<file path="src/rtl/vga_timing_gen.sv">
// vga_timing_gen: parametrised VGA raster engine with renderer-latency-matched sync/blank outputs.
// Optional feature VGA_TESTPAT_EN adds input testpat selecting an 8-bar colour test pattern.
module vga_timing_gen #(
    parameter int H_ACTIVE = 640,
    parameter int H_FP     = 16,
    parameter int H_SYNC   = 96,
    parameter int H_BP     = 48,
    parameter int V_ACTIVE = 480,
    parameter int V_FP     = 10,
    parameter int V_SYNC   = 2,
    parameter int V_BP     = 33,
    parameter int CLK_DIV  = 4,
    parameter int COLOR_W  = 4,
    parameter int PIPE_DLY = 2,
    parameter int SYNC_POL = 0,
    localparam int H_TOTAL = H_ACTIVE + H_FP + H_SYNC + H_BP,
    localparam int V_TOTAL = V_ACTIVE + V_FP + V_SYNC + V_BP,
    localparam int XW      = $clog2(H_TOTAL),
    localparam int YW      = $clog2(V_TOTAL)
) (
    input  logic               clk,
    input  logic               rst_n,
    input  logic               en,
`ifdef VGA_TESTPAT_EN
    input  logic               testpat,
`endif
    input  logic [COLOR_W-1:0] red_in,
    input  logic [COLOR_W-1:0] green_in,
    input  logic [COLOR_W-1:0] blue_in,
    output logic [XW-1:0]      pix_x,
    output logic [YW-1:0]      pix_y,
    output logic               pix_req,
    output logic               pix_tick,
    output logic               line_start,
    output logic               frame_start,
    output logic               Hsync,
    output logic               Vsync,
    output logic [COLOR_W-1:0] red,
    output logic [COLOR_W-1:0] green,
    output logic [COLOR_W-1:0] blue
);

    localparam int              PW         = (CLK_DIV > 1) ? $clog2(CLK_DIV) : 1;
    localparam logic [PW-1:0]   PRESC_LAST = PW'(CLK_DIV - 1);
    localparam logic [XW-1:0]   H_LAST     = XW'(H_TOTAL - 1);
    localparam logic [YW-1:0]   V_LAST     = YW'(V_TOTAL - 1);
    localparam logic [XW-1:0]   H_VIS      = XW'(H_ACTIVE);
    localparam logic [YW-1:0]   V_VIS      = YW'(V_ACTIVE);
    localparam logic [XW-1:0]   HS_FIRST   = XW'(H_ACTIVE + H_FP);
    localparam logic [XW-1:0]   HS_LAST    = XW'(H_ACTIVE + H_FP + H_SYNC - 1);
    localparam logic [YW-1:0]   VS_FIRST   = YW'(V_ACTIVE + V_FP);
    localparam logic [YW-1:0]   VS_LAST    = YW'(V_ACTIVE + V_FP + V_SYNC - 1);
    localparam logic            SYNC_IDLE  = (SYNC_POL == 0);
    localparam logic [COLOR_W-1:0] CMAX    = '1;

    logic [PW-1:0]       presc;
    logic [XW-1:0]       hcnt;
    logic [YW-1:0]       vcnt;
    logic                tick;
    logic                h_wrap;
    logic                hs_p0, vs_p0, vld_p0;
    logic [PIPE_DLY-1:0] hs_dly, vs_dly, vld_dly;
    logic [COLOR_W-1:0]  r_nxt, g_nxt, b_nxt;

    // pulses are suppressed while held in reset or frozen
    assign tick   = rst_n && en && (presc == PRESC_LAST);
    assign h_wrap = (hcnt == H_LAST);

    always_ff @(posedge clk or negedge rst_n) begin
        if (!rst_n) begin
            presc <= '0;
        end else if (en) begin
            presc <= (presc == PRESC_LAST) ? '0 : presc + 1'b1;
        end
    end

    always_ff @(posedge clk or negedge rst_n) begin
        if (!rst_n) begin
            hcnt <= '0;
            vcnt <= '0;
        end else if (tick) begin
            if (h_wrap) begin
                hcnt <= '0;
                vcnt <= (vcnt == V_LAST) ? '0 : vcnt + 1'b1;
            end else begin
                hcnt <= hcnt + 1'b1;
            end
        end
    end

    // stage 0: raster position and its sync/active decode
    assign hs_p0       = (hcnt >= HS_FIRST) && (hcnt <= HS_LAST);
    assign vs_p0       = (vcnt >= VS_FIRST) && (vcnt <= VS_LAST);
    assign vld_p0      = (hcnt < H_VIS) && (vcnt < V_VIS);
    assign pix_x       = hcnt;
    assign pix_y       = vcnt;
    assign pix_req     = vld_p0;
    assign pix_tick    = tick;
    assign line_start  = tick && (hcnt == '0);
    assign frame_start = tick && (hcnt == '0) && (vcnt == '0);

    // stages 1..PIPE_DLY: delay line matching the renderer colour latency
    always_ff @(posedge clk or negedge rst_n) begin
        if (!rst_n) begin
            hs_dly  <= '0;
            vs_dly  <= '0;
            vld_dly <= '0;
        end else if (tick) begin
            hs_dly[0]  <= hs_p0;
            vs_dly[0]  <= vs_p0;
            vld_dly[0] <= vld_p0;
            for (int i = 1; i < PIPE_DLY; i++) begin
                hs_dly[i]  <= hs_dly[i-1];
                vs_dly[i]  <= vs_dly[i-1];
                vld_dly[i] <= vld_dly[i-1];
            end
        end
    end

`ifdef VGA_TESTPAT_EN
    logic [XW-1:0] x_dly [PIPE_DLY];
    logic [2:0]    bar;

    always_ff @(posedge clk or negedge rst_n) begin
        if (!rst_n) begin
            for (int i = 0; i < PIPE_DLY; i++) x_dly[i] <= '0;
        end else if (tick) begin
            x_dly[0] <= hcnt;
            for (int i = 1; i < PIPE_DLY; i++) x_dly[i] <= x_dly[i-1];
        end
    end

    // bar index only matters inside the active area, so truncation during blanking is harmless
    assign bar = 3'({x_dly[PIPE_DLY-1], 3'b000} / (XW+3)'(H_ACTIVE));
`endif

    always_comb begin
        r_nxt = red_in;
        g_nxt = green_in;
        b_nxt = blue_in;
`ifdef VGA_TESTPAT_EN
        if (testpat) begin
            r_nxt = bar[2] ? CMAX : '0;
            g_nxt = bar[1] ? CMAX : '0;
            b_nxt = bar[0] ? CMAX : '0;
        end
`endif
        if (!vld_dly[PIPE_DLY-1]) begin
            r_nxt = '0;
            g_nxt = '0;
            b_nxt = '0;
        end
    end

    // output register: pins change only in tick cycles
    always_ff @(posedge clk or negedge rst_n) begin
        if (!rst_n) begin
            Hsync <= SYNC_IDLE;
            Vsync <= SYNC_IDLE;
            red   <= '0;
            green <= '0;
            blue  <= '0;
        end else if (tick) begin
            Hsync <= hs_dly[PIPE_DLY-1] ^ SYNC_IDLE;
            Vsync <= vs_dly[PIPE_DLY-1] ^ SYNC_IDLE;
            red   <= r_nxt;
            green <= g_nxt;
            blue  <= b_nxt;
        end
    end

endmodule

</file>
<file path="config.mk">
export PLATFORM = sky130hd
export DESIGN_NAME = vga_timing_gen
export DESIGN_NICKNAME = d
export VERILOG_FILES = /design/src/rtl/vga_timing_gen.sv
export SDC_FILE = /design/constraint.sdc
export NUM_CORES = 1
export LEC_CHECK = 0
export ABC_AREA = 1
export BUFFER_PORTS_ARGS = -buffer_cell sky130_fd_sc_hd__buf_2
export CAP_MARGIN = 0
export CORE_MARGIN = 1
export CORE_UTILIZATION = 25
export CTS_CLUSTER_SIZE = 8
export DETAILED_ROUTE_END_ITERATION = 10
export MAX_ROUTING_LAYER = met4
export PLACE_DENSITY_LB_ADDON = 0.25
export SETUP_SLACK_MARGIN = 0.02
export SLEW_MARGIN = 10
export SYNTH_ARGS = -nofsm -noshare
export SYNTH_HDL_FRONTEND = slang
export SYNTH_SLANG_ARGS = --single-unit
</file>
<file path="constraint.sdc">
create_clock -name clk -period 1.68 [get_ports clk]
set_input_delay 0.168 -clock clk [delete_from_list [all_inputs] [get_ports clk]]
set_output_delay 0.168 -clock clk [all_outputs]
set_load 0.01 [all_outputs]
</file>
# Word level (Yosys, flattened, before mapping)
# Index checks and enable logic that the tools add are counted.
# totals
ff_bits	42
latchBits	0
mem_bits_rw	0
rom_bits	0
input_bits	15
output_inout_bits	38
memories	0
# op_classes
n_addsub	3
n_mul	0
n_div	0
magnitude_cmp	6
n_eq_ne	3
shift	0
n_mux	6
bitwise	2
n_reduce_logical	10
# ops
op	count
$add 10x1->10 const B	2
$eq 10x10->1 const B	2
$logic_not 10->1	2
$mux 10	2
$mux 4	3
$ge 10x10->1 const B	1
$ge 10x9->1 const B	1
$le 10x10->1 const B	1
$le 10x9->1 const B	1
$lt 10x10->1 const B	1
$lt 10x9->1 const B	1
$logic_and 1x1->1	7
$add 2x1->2 const B	1
$eq 2x2->1 const B	1
$mux 2	1
$not 1->1	2
$reduce_and 2->1	1

# Depth between registers and ports, before layout
# Gate-level depths: netlist (run 1).
# logic_depth
word_depth	4
mapped_depth	8

# Worst setup path after synthesis (run 1)
# No wires, ideal clock.
# synth_path
path_kind	reg-to-output
start	reg hcnt[0] (netlist: pix_x[0])
end	out frame_start
arrival_ns	1.276
required_time_ns	1.512
path_slack_ns	0.236
stages_incl_launch_ff	7
path_cell_list	dfrtp_1 -> inv_1 -> ha_1 -> nand2_1 -> nor3_1 -> nand4_1 -> nor3_1
# synth_between
elab_chain_cells	3
# synth_rtl
item	line_no	source
start: declaration	57	logic [XW-1:0] hcnt;
start signal: assignment	86	hcnt <= hcnt + 1'b1;
$logic_not 10->1	100	assign frame_start = tick && (hcnt == '0) && (vcnt == '0);
$logic_and 1x1->1 (2 in series)	100	
end: declaration	35	output logic frame_start,
# No other way between the ends.

# Worst setup path after layout (run 1)
# Same ends and word-level chain as after synthesis.

==> run summary, run 1 <==
The run finished, with violations left. The checks that failed: negative setup slack. The first global-routing pass estimated 9.05 mm of wire. The endpoint type of the worst setup path was an output pin. Routability-driven placement finished with a final weighted congestion of 0.792.

The worst register-to-register path ends at pix_y[0]. In this run, placement finished with an instance count of 428. The tree built by TritonCTS fans out to 42 sinks.

The worst-case clock buffer depth came out at 2. Along the worst path, the maximum fanout reaches 2. The final worst-path setup slack came out at -0.0555 ns. Power spread over the standard cell area amounts to 1130 nW/um2. The count of nets left with antenna violations after detail routing is 0.

Number of cells on the worst reg-to-reg path: 9. The number of inserted filler cells in the final layout was 905. The initial antenna violation count was 0; the total iterations of the first detailed-routing run was 4. By instance count, the leading cell after synthesis is sky130_fd_sc_hd__nand2_1.

The tree is rooted in a sky130_fd_sc_hd__clkbuf_8. The completed layout was analyzed and its total power is 3240 uW. Summing the areas of all xor and xnor instances in the mapped netlist gives 3.16% of the synthesized area. Top cell type's share of synthesized area: 45.2%.

The run gives 0.576 GHz as the achievable clock frequency. Walking the worst path, the cells encountered are inv_2 > ha_4 > nand2_2 > nor3_2 > nand4_1 > nor3_2 > buf_2. The area of combinational cells with multiple inputs is 1040 um2, and the post-synthesis cell count is 270.

Library cell occupying the most area in the post-synthesis netlist: sky130_fd_sc_hd__dfrtp_1. Across all register-to-register paths, the minimum setup slack is 0.09 ns. Setup violations remaining at the end of the flow were counted as 2.

The async set or reset register ratio after synthesis is 100%. From bottom edge to top edge, the die measures 96.1 um. Of the cells placed in the final design, the portion with a size suffix greater than 1 is 33.7%. On the critical path, the stage with the largest delay is an instance of sky130_fd_sc_hd__dfrtp_1. The tools report the total vias in the final route as 1999. The tools report the number of top-level design ports as 53. The worst setup path startpoint is pix_x[0]. For the clock latency of the later-clocked register in the worst-skew pair, the log shows 0.30 ns. Last element of the critical path: frame_start.

The global-route usage over all layers is 13.3%, and the average cell area after synthesis is 8.20 um2. For this run, design rule violations remaining after detail routing come to 0. For this configuration, the core starts out at a cell density of 26.4%. The H-tree generated during clock tree synthesis spans 2 levels. The number of clock buffers added by TritonCTS is 5. The worst max-slew margin expressed relative to the limit is 64.4%.

The iteration-0 DRC count of the detailed router is 43. The worst path in the final design needs a cycle of 1.74 ns, including I/O delays and setup. The netlist uses 31 different library cells. 0 antenna diodes ended up in the layout. Across the VDD grid, the largest voltage drop is 0.000438 V.

During synthesis, Yosys emitted a total of 0 warnings. Setup repair after global routing could not meet its margin everywhere. Sequential cells were found to cover 47.6% of the synthesized design area. The cell area that synthesis handed to floorplanning was 2210 um2. TritonCTS built the clock tree.

The via count of the first global-routing pass came out at 1888. At the pin with the least slew margin, the transition time is 0.534 ns. The via density per instance is 4.48. After detailed routing, the average wire length per cell comes to 12.1 um. Post-detailed-routing wire length: 5.39 mm. Cells fill 34.2% of the core in the end.

The clock transition at the registers of the reported paths came out at 0.09 ns. The most used flip-flop cell after synthesis is sky130_fd_sc_hd__dfrtp_1. The dominant combinational cell family by area after synthesis is simple AND/OR/NAND/NOR gates. Summing all flip-flop and latch instances after layout gives 1060 um2. The total overflow left after global routing is 0. The largest net degree at the start of global routing was 43; the area added between synthesis and finish was 29.3%. The commonest cells after synthesis are sky130_fd_sc_hd__nand2_1 (81), sky130_fd_sc_hd__dfrtp_1 (40), sky130_fd_sc_hd__inv_1 (23). The share of the synthesized area in compound gates (AO/OA/AOI/OAI) works out to 8.19%. Yosys attributes the largest share of cell area to sky130_fd_sc_hd__dfrtp_1 (45%), sky130_fd_sc_hd__nand2_1 (14%), sky130_fd_sc_hd__nand3_1 (4.1%). Summed over all nets, the half-perimeter wirelength after detailed placement is 3.99 mm. After Yosys synthesis, and, or, nand and nor cells account for 30.3% of the synthesized area.

Prior to clock tree synthesis, the placed netlist has a worst setup slack of 0.117 ns. The classification of the worst-slack hold path was in2reg. The worst setup path is of the reg2out kind. The floorplan step defined a die boundary enclosing 9240 um2. The total count of max-transition violations in the final report was 0; the highest cell delay on the worst timing path was 0.40 ns. Dividing the final minimum period by the clock period gives 103%.

The share of cell area taken by muxes after synthesis came out at 0.508%. The dominant cell type by count on the critical path was sky130_fd_sc_hd__nor3_2. For the number of nets in the layout, the log shows 361. The floorplan step defined a core boundary enclosing 8380 um2. For this design the static power due to leakage is 0.00140 uW. The hold violation count in the final report is 0, and the post-synthesis sequential element count is 42.

The tool flagged a number of max-cap violations equal to 0. Yosys mapped a number of flops with a built-in enable equal to 0. The run gives 1.51 ns as the endpoint required time on the critical path.

Of the total synthesized cell area, the portion taken by full adders, half adders and majority gates is 3.39%. Once layout is complete, the cells apart from fillers number 446. STA classifies the critical path startpoint as a flip-flop.

The floorplan has 33 rows. The die is 96.1 um wide. The number of nets handed over by synthesis was 291.

The count of buffers added on input and output ports is 52. The startpoint identified for the worst register-to-register timing path is pix_x[1]. The tools report the data arrival time at the worst-slack endpoint as 1.57 ns. Counting instances, the worst hold path has a depth of 3.

Clock skew on the completed layout was measured at 0.00310 ns.
worst max-delay path, delay by kind of cell (launching register included):
kind	cells	cell delay, ns
simple gates	4	0.49
flops	1	0.40
buf+inv	2	0.25
fa+ha+maj	1	0.13
flip-flops by register name, indices dropped and copies added (netlist names):
| signal | flops |
|---|---|
| red | 4 |
| Hsync | 1 |
| pix_y | 10 |
| vs_dly | 2 |
| green | 4 |
| Vsync | 1 |
| blue | 4 |
| presc | 2 |
| pix_x | 10 |
| vld_dly | 2 |
| hs_dly | 2 |
cell usage in the layout (no fill, tap or decap), drive strengths merged:
cell	instances
nand2	82
buf	72
dfrtp	40
o21ai	29
inv	27
nand3	20
nor2	20
nand4	8
ha	6
nor3	6
xor2	5
a21oi	5
clkbuf	5
xnor2	3
dfstp	2
nand3b	2
or2	2
nor4	2
and2	1
mux2	1
clkinvlp	1
clkinv	1
dlygate4sd3	1
cell type report:
class	count	share of cell area, %
Clock buffer	5	2.40
Clock inverter	3	0.874
Inverter	26	3.58
Multi-Input combinational cell	192	36.5
Sequential cell	42	37.0
Tap cell	105	4.59
Timing Repair Buffer	73	15.0
metrics by stage:
stage | cell area [um2] | hold WS, ns | TNS [ns]
after floorplan | 2210 | -0.128 | 0
after global placement | 2640 | 0.350 | 0
after detailed placement | 2640 | 0.344 | 0
after CTS | 2810 | 0.0883 | -0.214
after global routing | 2860 | 0.104 | -0.531
final | 2860 | 0.100 | -0.109
how the worst min path moves through the flow:
stage                   start    endpoint  slack [ns]
floorplan               rst_n     blue[0]       -0.13
global route        red_in[2]      red[2]        0.10
finish              red_in[2]      red[2]        0.10
CTS                 red_in[2]      red[2]        0.09
global placement        rst_n    green[1]        0.35
detailed placement      rst_n  vld_dly[1]        0.34
where the power goes:
part | internal (uW) | switching [uW]
logic | 506 | 551
clock network | 301 | 403
registers | 1280 | 197
total | 2090 | 1150
per-layer routing:
metal	up-vias	routed length (um)	global-route usage (%)	share of wire (%)
met2	35	2550	20.7	47
met5	-	0	-	0
met1	944	2570	17.2	48
li1	1012	-	-	-
met4	0	102	4.85	1.9
met3	8	166	2.45	3.1
cells by family (layout without fill, tap and decap cells):
group | after synthesis | in the layout
buffers and inverters | 36 | 107
and+or+nand+nor | 143 | 143
DFF | 42 | 42
xor gates and xnor gates | 8 | 8
AOI/OAI and AO/OA | 34 | 34
muxes | 1 | 1
adders and majority gates | 6 | 6
timing repair:
item,4_1_cts,5_1_grt
hold buffers,1,0
endpoints found under the hold margin,9,0
buffers inserted,5,4
setup endpoints to repair,3,4
gates resized for setup,9,12
pin swaps,2,2
Note: power is estimated with default switching activity, not from simulation.
==> inputs of run 2 (changes only) <==
BUFFER_PORTS_ARGS = -buffer_cell sky130_fd_sc_hd__buf_4   (was -buffer_cell sky130_fd_sc_hd__buf_2)
==> run 2 against run 1 <==
Net effect:
- the run still ends with negative setup slack left
- combinational power is 6% higher
- worst setup slack better by 0.028 ns
- non-clock buffer count increased by 4
- utilization grew 1.9 points
- clock skew rose by 0.0047 ns
==> run summary, run 2 (synthesis gave the netlist of run 1 again) <==
The die covers 9240 um2. Measured along the y axis, the die boundary spans 96.1 um. In this run the remaining antenna-violating nets after routing total 0. At the end of routability-driven placement, the weighted congestion stood at 0.816.

Across all register-to-register paths, the minimum setup slack is 0.17 ns. The die is 96.1 um wide. Measured against its own limit, the worst slew margin works out to 64.1%.

Sequential cells account for 45.1% of the total power. The startpoint identified for the worst hold timing path is en. Proportion of total power due to net switching: 34.4%. The global-route usage over all layers is 13.0%. The worst register-to-register path begins at pix_x[0]. OpenSTA, run right after detailed placement, puts the worst setup slack at 0.112 ns. The commonest non-fill, non-tap cell in the layout was sky130_fd_sc_hd__nand2_1. The initial antenna violation count is 0.

The tree built by TritonCTS fans out to 42 sinks. Using the TritonRoute via totals, the vias-per-cell ratio works out to 4.35. For the number of nets in the layout, the log shows 365.

Area added between synthesis and finish: 36.4%. The total count of max-transition violations in the final report is 0. The initial utilization of the core area, before any placement, comes to 26.4%. In the layout the commonest cells are sky130_fd_sc_hd__nand2_1 (80), sky130_fd_sc_hd__buf_4 (75), sky130_fd_sc_hd__dfrtp_1 (36). In this run the power density over the cells is 1090 nW/um2. The tools report the leakage component of the power as 0.00144 uW. At the pin with the least slew margin, the transition time is 0.539 ns. The worst setup path is launched from a flip-flop.

The internal power was 2170 uW; the iteration-0 DRC count of the detailed router was 76. The clock passes through at most 2 buffers. Excluding fillers, the count of instances in the completed layout stands at 450. In the final layout, the share of cells above drive strength 1 is 35.1%. The later pin in the worst-skew pair is clocked with a latency of 0.30 ns.

The final reports fail on negative setup slack. The number of cells on the worst reg-to-reg path was 8; the relative contribution of combinational cells to total power was 33.9%. The number of cells after detailed placement is 432, and the net switching power of the design is 1140 uW.

For this block, the via count after detailed routing is 1957. The run finished, with violations left. Clock-pin slew was measured on the worst setup and hold paths at 0.09 ns. The largest voltage drop on the vdd net is 0.000518 V, and the total iterations of the first detailed-routing run is 4.

The final worst-path cycle share is 102%. The number of antenna repair diodes came out at 0. During placement, the flow inserted port buffers numbering 52. For the worst setup path, the data required time is 1.51 ns. After detailed routing, the total wire length is 5.37 mm. The number of inserted filler cells in the final layout came out at 900. TritonCTS built the clock tree. Across the run, the number of max-cap violations was 0.

The tools report the detailed-placement wirelength estimate as 3.89 mm. The overflow left after global routing is 0, and the maximum level of the CTS H-tree is 2. The tools report the hold violation count in the final report as 0. TritonCTS created 5 clock buffers. In this run the worst path has a maximum fanout of 3. For the via count of the first global-routing pass, the log shows 1819. Setup repair after global routing could not meet its margin everywhere. Based on the critical path, the design can be clocked at up to 0.586 GHz. Along the worst hold path, the cell count comes to 2. Minimum clock period: 1.71 ns.

The path class of the tightest hold or removal check is in2reg. Clock root buffer: sky130_fd_sc_hd__clkbuf_8. The share of total power dissipated in the clock network is 21.0%.

The end point of the most critical hold path is presc[0]. For the worst setup path, the data arrival time is 1.54 ns. The first-pass GRT wire length is 8.93 mm, and the worst clock skew on the final layout is 0.00778 ns. Entering global routing, the biggest net connects 43 pins. Endpoint type of the worst setup path: an output pin. The region available for standard cell placement spans 8380 um2. The worst register-to-register path ends at pix_y[1]. The tools report the final worst-path setup slack as -0.0279 ns.

The setup path with the least slack is of type reg2out. After detailed routing, the average wire length per cell comes to 11.9 um. The number of top-level design ports was 53; the number of rows created at floorplan was 33. In the routed design, unresolved DRC markers number 0. The number of endpoints failing setup at the final stage is 2.
==> run 2: power by group through the flow <==
stage | clock (uW) | sequential [uW] | combinational (uW)
6_report | 694 | 1490 | 1120
5_1_grt | 755 | 1530 | 1260
4_1_cts | 724 | 1490 | 1120
3_5_place_dp | 0 | 1510 | 1010
3_3_place_gp | 0 | 1510 | 995
2_1_floorplan | 0 | 1560 | 420
==> run 2: layout make-up <==
type	count	area, um2	area share [%]
flip-flops and latches	42	1060	35.0
multi-input cells	192	1050	34.8
repair buffers	77	584	19.3
well taps	105	131	4.35
inverters	26	103	3.40
clock buffers	5	68.8	2.28
clock inverters	3	25.0	0.828
==> run 2: metal layers <==
metal / vias up / wire (um) / GRT usage (%)
li1: 1014 / - / -
met5: - / 0 / -
met4: 0 / 88 / 4.85
met2: 37 / 2520 / 20.2
met3: 7 / 204 / 2.45
met1: 899 / 2550 / 16.8
==> run 2: worst max-delay path, cell delays in order (launching register included) <==
cell                      delay, ns
sky130_fd_sc_hd__dfrtp_2       0.44
sky130_fd_sc_hd__inv_2         0.06
sky130_fd_sc_hd__ha_2          0.15
sky130_fd_sc_hd__inv_1         0.04
sky130_fd_sc_hd__nor2_2        0.09
sky130_fd_sc_hd__nand3_1       0.09
sky130_fd_sc_hd__nor3_2        0.22
sky130_fd_sc_hd__buf_4         0.15
==> run 2: worst max path at each step <==
stage / startpoint / endpoint / slack (ns) / cells past startpoint
2_1_floorplan: pix_x[0] / frame_start / 0.24 / 6
3_3_place_gp: pix_x[1] / frame_start / 0.17 / 7
3_5_place_dp: pix_x[1] / frame_start / 0.11 / 7
4_1_cts: pix_y[1] / frame_start / -0.09 / 7
5_1_grt: pix_y[0] / frame_start / -0.16 / 7
6_report: pix_y[1] / frame_start / -0.03 / 7
==> run 2: through the flow <==
step | hold WS (ns) | TNS, ns | total power (uW) | instance area (um2) | utilization [%]
floorplan | -0.128 | 0 | 1980 | 2210 | -
global placement | 0.320 | 0 | 2510 | 2800 | 33.4
detailed placement | 0.325 | 0 | 2520 | 2800 | 33.4
CTS | 0.0638 | -0.154 | 3340 | 2970 | 35.4
global route | 0.0807 | -0.271 | 3550 | 3020 | 36.0
finish | 0.0788 | -0.0404 | 3300 | 3020 | 36.0
==> run 2: timing repair <==
item,CTS,global route
endpoints found under the setup margin,3,3
gates resized for setup,15,6
hold buffers,1,0
pin swaps,2,3
buffers inserted,3,6
endpoints found under the hold margin,40,0
==> inputs of run 3 (changes only) <==
ABC_AREA = default   (was 1)
==> run 3 against run 2 <==
Net effect:
- the flow still finishes with violations (negative setup slack)
- global-route usage rose by 2.0 points
- clock-buffer cell count did not move
- clock skew rose by 0.0012 ns
- design area rose by 9.7%
- die area fell by 8.7%
- first-iteration DRC count fell by 45%
- wire length rose by 9.6%
- sequential power fell by 7%
- clock power rose by 19%
- flip-flop and latch count did not move
- final cell count fell by 5.3%
- sequential share of layout area fell by 3.1 points
==> run summary, run 3 <==
In this run the vertical extent of the chip is 91.9 um. Synthesis produced 212 cells. The worst clock skew on the final layout was 0.00894 ns; the worst-case clock buffer depth was 2.

TritonCTS built the clock tree. The area enclosed by the die boundary is 8440 um2, and the clock latency of the later-clocked register in the worst-skew pair is 0.30 ns. Global-route usage over all layers: 15.0%. The measured slew at the worst slew-check pin is 0.556 ns, and the overflow left after global routing is 0. Endpoint type of the worst setup path: an output pin.

Via count of the first global-routing pass: 1929. For the aggregate negative setup slack, the log shows -2.03 ns. Sorting the synthesized cells by area gives the leading types as sky130_fd_sc_hd__dfrtp_1 (50%), sky130_fd_sc_hd__nand2_1 (10%), sky130_fd_sc_hd__nand3_1 (4.0%). After clock tree synthesis, the clock-pin slew on the worst setup and hold paths is 0.09 ns. The run gives 4 as the total iterations of the first detailed-routing run. Setup repair after global routing could not meet its margin everywhere. The tool flagged a number of max-cap violations equal to 0. The logs give 0 for the initial antenna violation count and 344 for the number of nets in the layout. The synthesized design contains 0 enable-type register cells.

Sequential cells were found to cover 52.2% of the synthesized design area. The post-synthesis sequential element count came out at 42. Relative to the synthesized area, the layout overhead comes to 64.1%.

The min-delay analysis places its worst path in the category in2reg. In this run the horizontal extent of the chip is 91.9 um. Entering global routing, the biggest net connects 43 pins.

The logs give 233 for the total nets after synthesis and 62.9% for the worst max-slew margin expressed relative to the limit. The largest fanout of any net on the critical path came out at 2. The async set or reset register ratio after synthesis was 100%; the warning count from the yosys run was 0.

The floorplan has 32 rows. In the routed design, unresolved DRC markers number 0. Register-to-register setup slack: -0.22 ns. In this run the number of H-tree levels came out at 2. For this run, the share of the core covered by cells in the final layout is 42.6%.

The top cell type's share of synthesized area is 49.6%, and the leakage component of the power is 0.00162 uW. In the layout the commonest cells are sky130_fd_sc_hd__buf_4 (96), sky130_fd_sc_hd__nand2_1 (52), sky130_fd_sc_hd__dfrtp_1 (37). For the finished layout, the period the worst path requires is 2.05 ns. The detailed-placement wirelength estimate was 4.03 mm. Primary flip-flop cell chosen by synthesis mapping: sky130_fd_sc_hd__dfrtp_1. sky130_fd_sc_hd__nand2_1 is the most common cell in the netlist.

For the worst setup path, the data arrival time is 1.88 ns. The synthesized netlist occupies a cell area of 2020 um2. After detailed routing, the average wire length per cell comes to 13.8 um.

The biggest area contributor in the post-synthesis netlist is sky130_fd_sc_hd__dfrtp_1. The weighted congestion at the end of routability-driven global placement came out at 0.849. The run gives 0 as the hold violation count in the final report. For the placeable core area, the log shows 7770 um2. The final reports fail on negative setup slack. STA classifies the critical path startpoint as a flip-flop. The final worst-path setup slack came out at -0.367 ns.

Clock tree synthesis inserted a total of 5 buffers. Number of top-level design ports: 53. The number of endpoints failing setup at the final stage was 16; the largest voltage drop on the vdd net was 0.000502 V.

Counting instances in the post-synthesis netlist gives the leading cell types as sky130_fd_sc_hd__nand2_1 (55), sky130_fd_sc_hd__dfrtp_1 (40), sky130_fd_sc_hd__nand3_1 (16). The library cell used most frequently in the layout, excluding fill and tap cells, is sky130_fd_sc_hd__buf_4. The clock root buffer is sky130_fd_sc_hd__clkbuf_8. The total count of max-transition violations in the final report came out at 0. The run finished, with violations left. During placement, the flow inserted port buffers numbering 52. The number of antenna diodes in the final layout is 0. The power density over cell area came out at 1010 nW/um2. The number of sinks handled by clock tree synthesis was 42; the share of cells above drive strength 1 was 49.4%. The synthesized netlist contains 44 unique library cells. The kind of critical path is reg2out.

The run gives 26.0% as the starting density of the core. STA puts the critical path data required time at 1.51 ns. The logs give 9.70 mm for the first-pass GRT wire length and 3360 uW for the total chip power. Once detail routing completed, the nets flagged for antenna violations numbered 0. Via density per instance: 4.56. Post-detailed-routing wire length: 5.89 mm. The achievable clock frequency was 0.488 GHz; the iteration-0 DRC count of the detailed router was 42.

The average cell area after synthesis was 9.52 um2. Of the available clock period, the critical path in the final layout requires 122%. The final route contains 1944 vias.
[run 3: layer usage]
metal	vias to the layer above	share of wire (%)	routed length [um]	global-route usage, %
met1	918	48	2830	20.4
met2	57	45	2670	21.7
met4	0	1.2	72	5.34
met3	7	5.3	310	3.65
li1	962	-	-	-
met5	-	0	0	-
[run 3: logic make-up after synthesis]
logic type | count (synthesis) | share of synthesized area (%)
AO/OA/AOI/OAI | 28 | 9.18
multiplexers | 6 | 3.29
flip-flops | 42 | 52.2
buffers and inverters | 12 | 2.29
adder cells (fa/ha/maj) | 6 | 3.72
XOR/XNOR | 5 | 2.17
AND/OR/NAND/NOR | 113 | 27.2
[run 3: what timing repair did]
item                                    in CTS  in global routing
cloned                                       0                  0
gates resized for setup                     26                 26
hold endpoints to repair                    30                  0
pin swaps                                    8                  8
setup buffers                               10                  6
endpoints found under the setup margin      15                 21
hold buffers                                 1                  0
[run 3: final timing paths]
path / startpoint / end / depth (start not counted)
max: pix_x[0] / frame_start / 6
max reg2reg: presc[0] / pix_y[8] / 6
min reg2reg: vs_dly[1] / Vsync / 1
min: blue_in[2] / blue[2] / 3
max in group asynchronous: rst_n / pix_x[0] / 3
min in group asynchronous: rst_n / blue[3] / 3
[run 3: where the power goes]
group          switching (uW)  internal [uW]
combinational             508            643
sequential                166           1220
clock                     386            442
[run 3: layout make-up]
class	instances	area, um2
fill	788	4460
multi-input combinational	158	1100
sequential	42	1060
timing repair buffer	111	896
tap	102	128
clock buffer	5	68.8
clock inverter	3	45.0
inverter	5	18.8
[run 3: critical path, stage by stage, from the launching register on]
cell and delay [ns]:
sky130_fd_sc_hd__dfrtp_2 0.41, sky130_fd_sc_hd__inv_2 0.08, sky130_fd_sc_hd__ha_4 0.12, sky130_fd_sc_hd__or4b_4 0.46, sky130_fd_sc_hd__nor3_4 0.16, sky130_fd_sc_hd__and4_1 0.23
sky130_fd_sc_hd__buf_4 0.12
[run 3: through the flow]
step           hold WS [ns]  setup slack [ns]  instances  area [um2]
2_1_floorplan        -0.128            -0.212        212        2060
3_3_place_gp          0.330            -0.195        401        2860
3_5_place_dp          0.328            -0.219        401        2860
4_1_cts              0.0832            -0.391        420        3180
5_1_grt              0.0948            -0.456        426        3310
6_report             0.0961            -0.367        426        3310
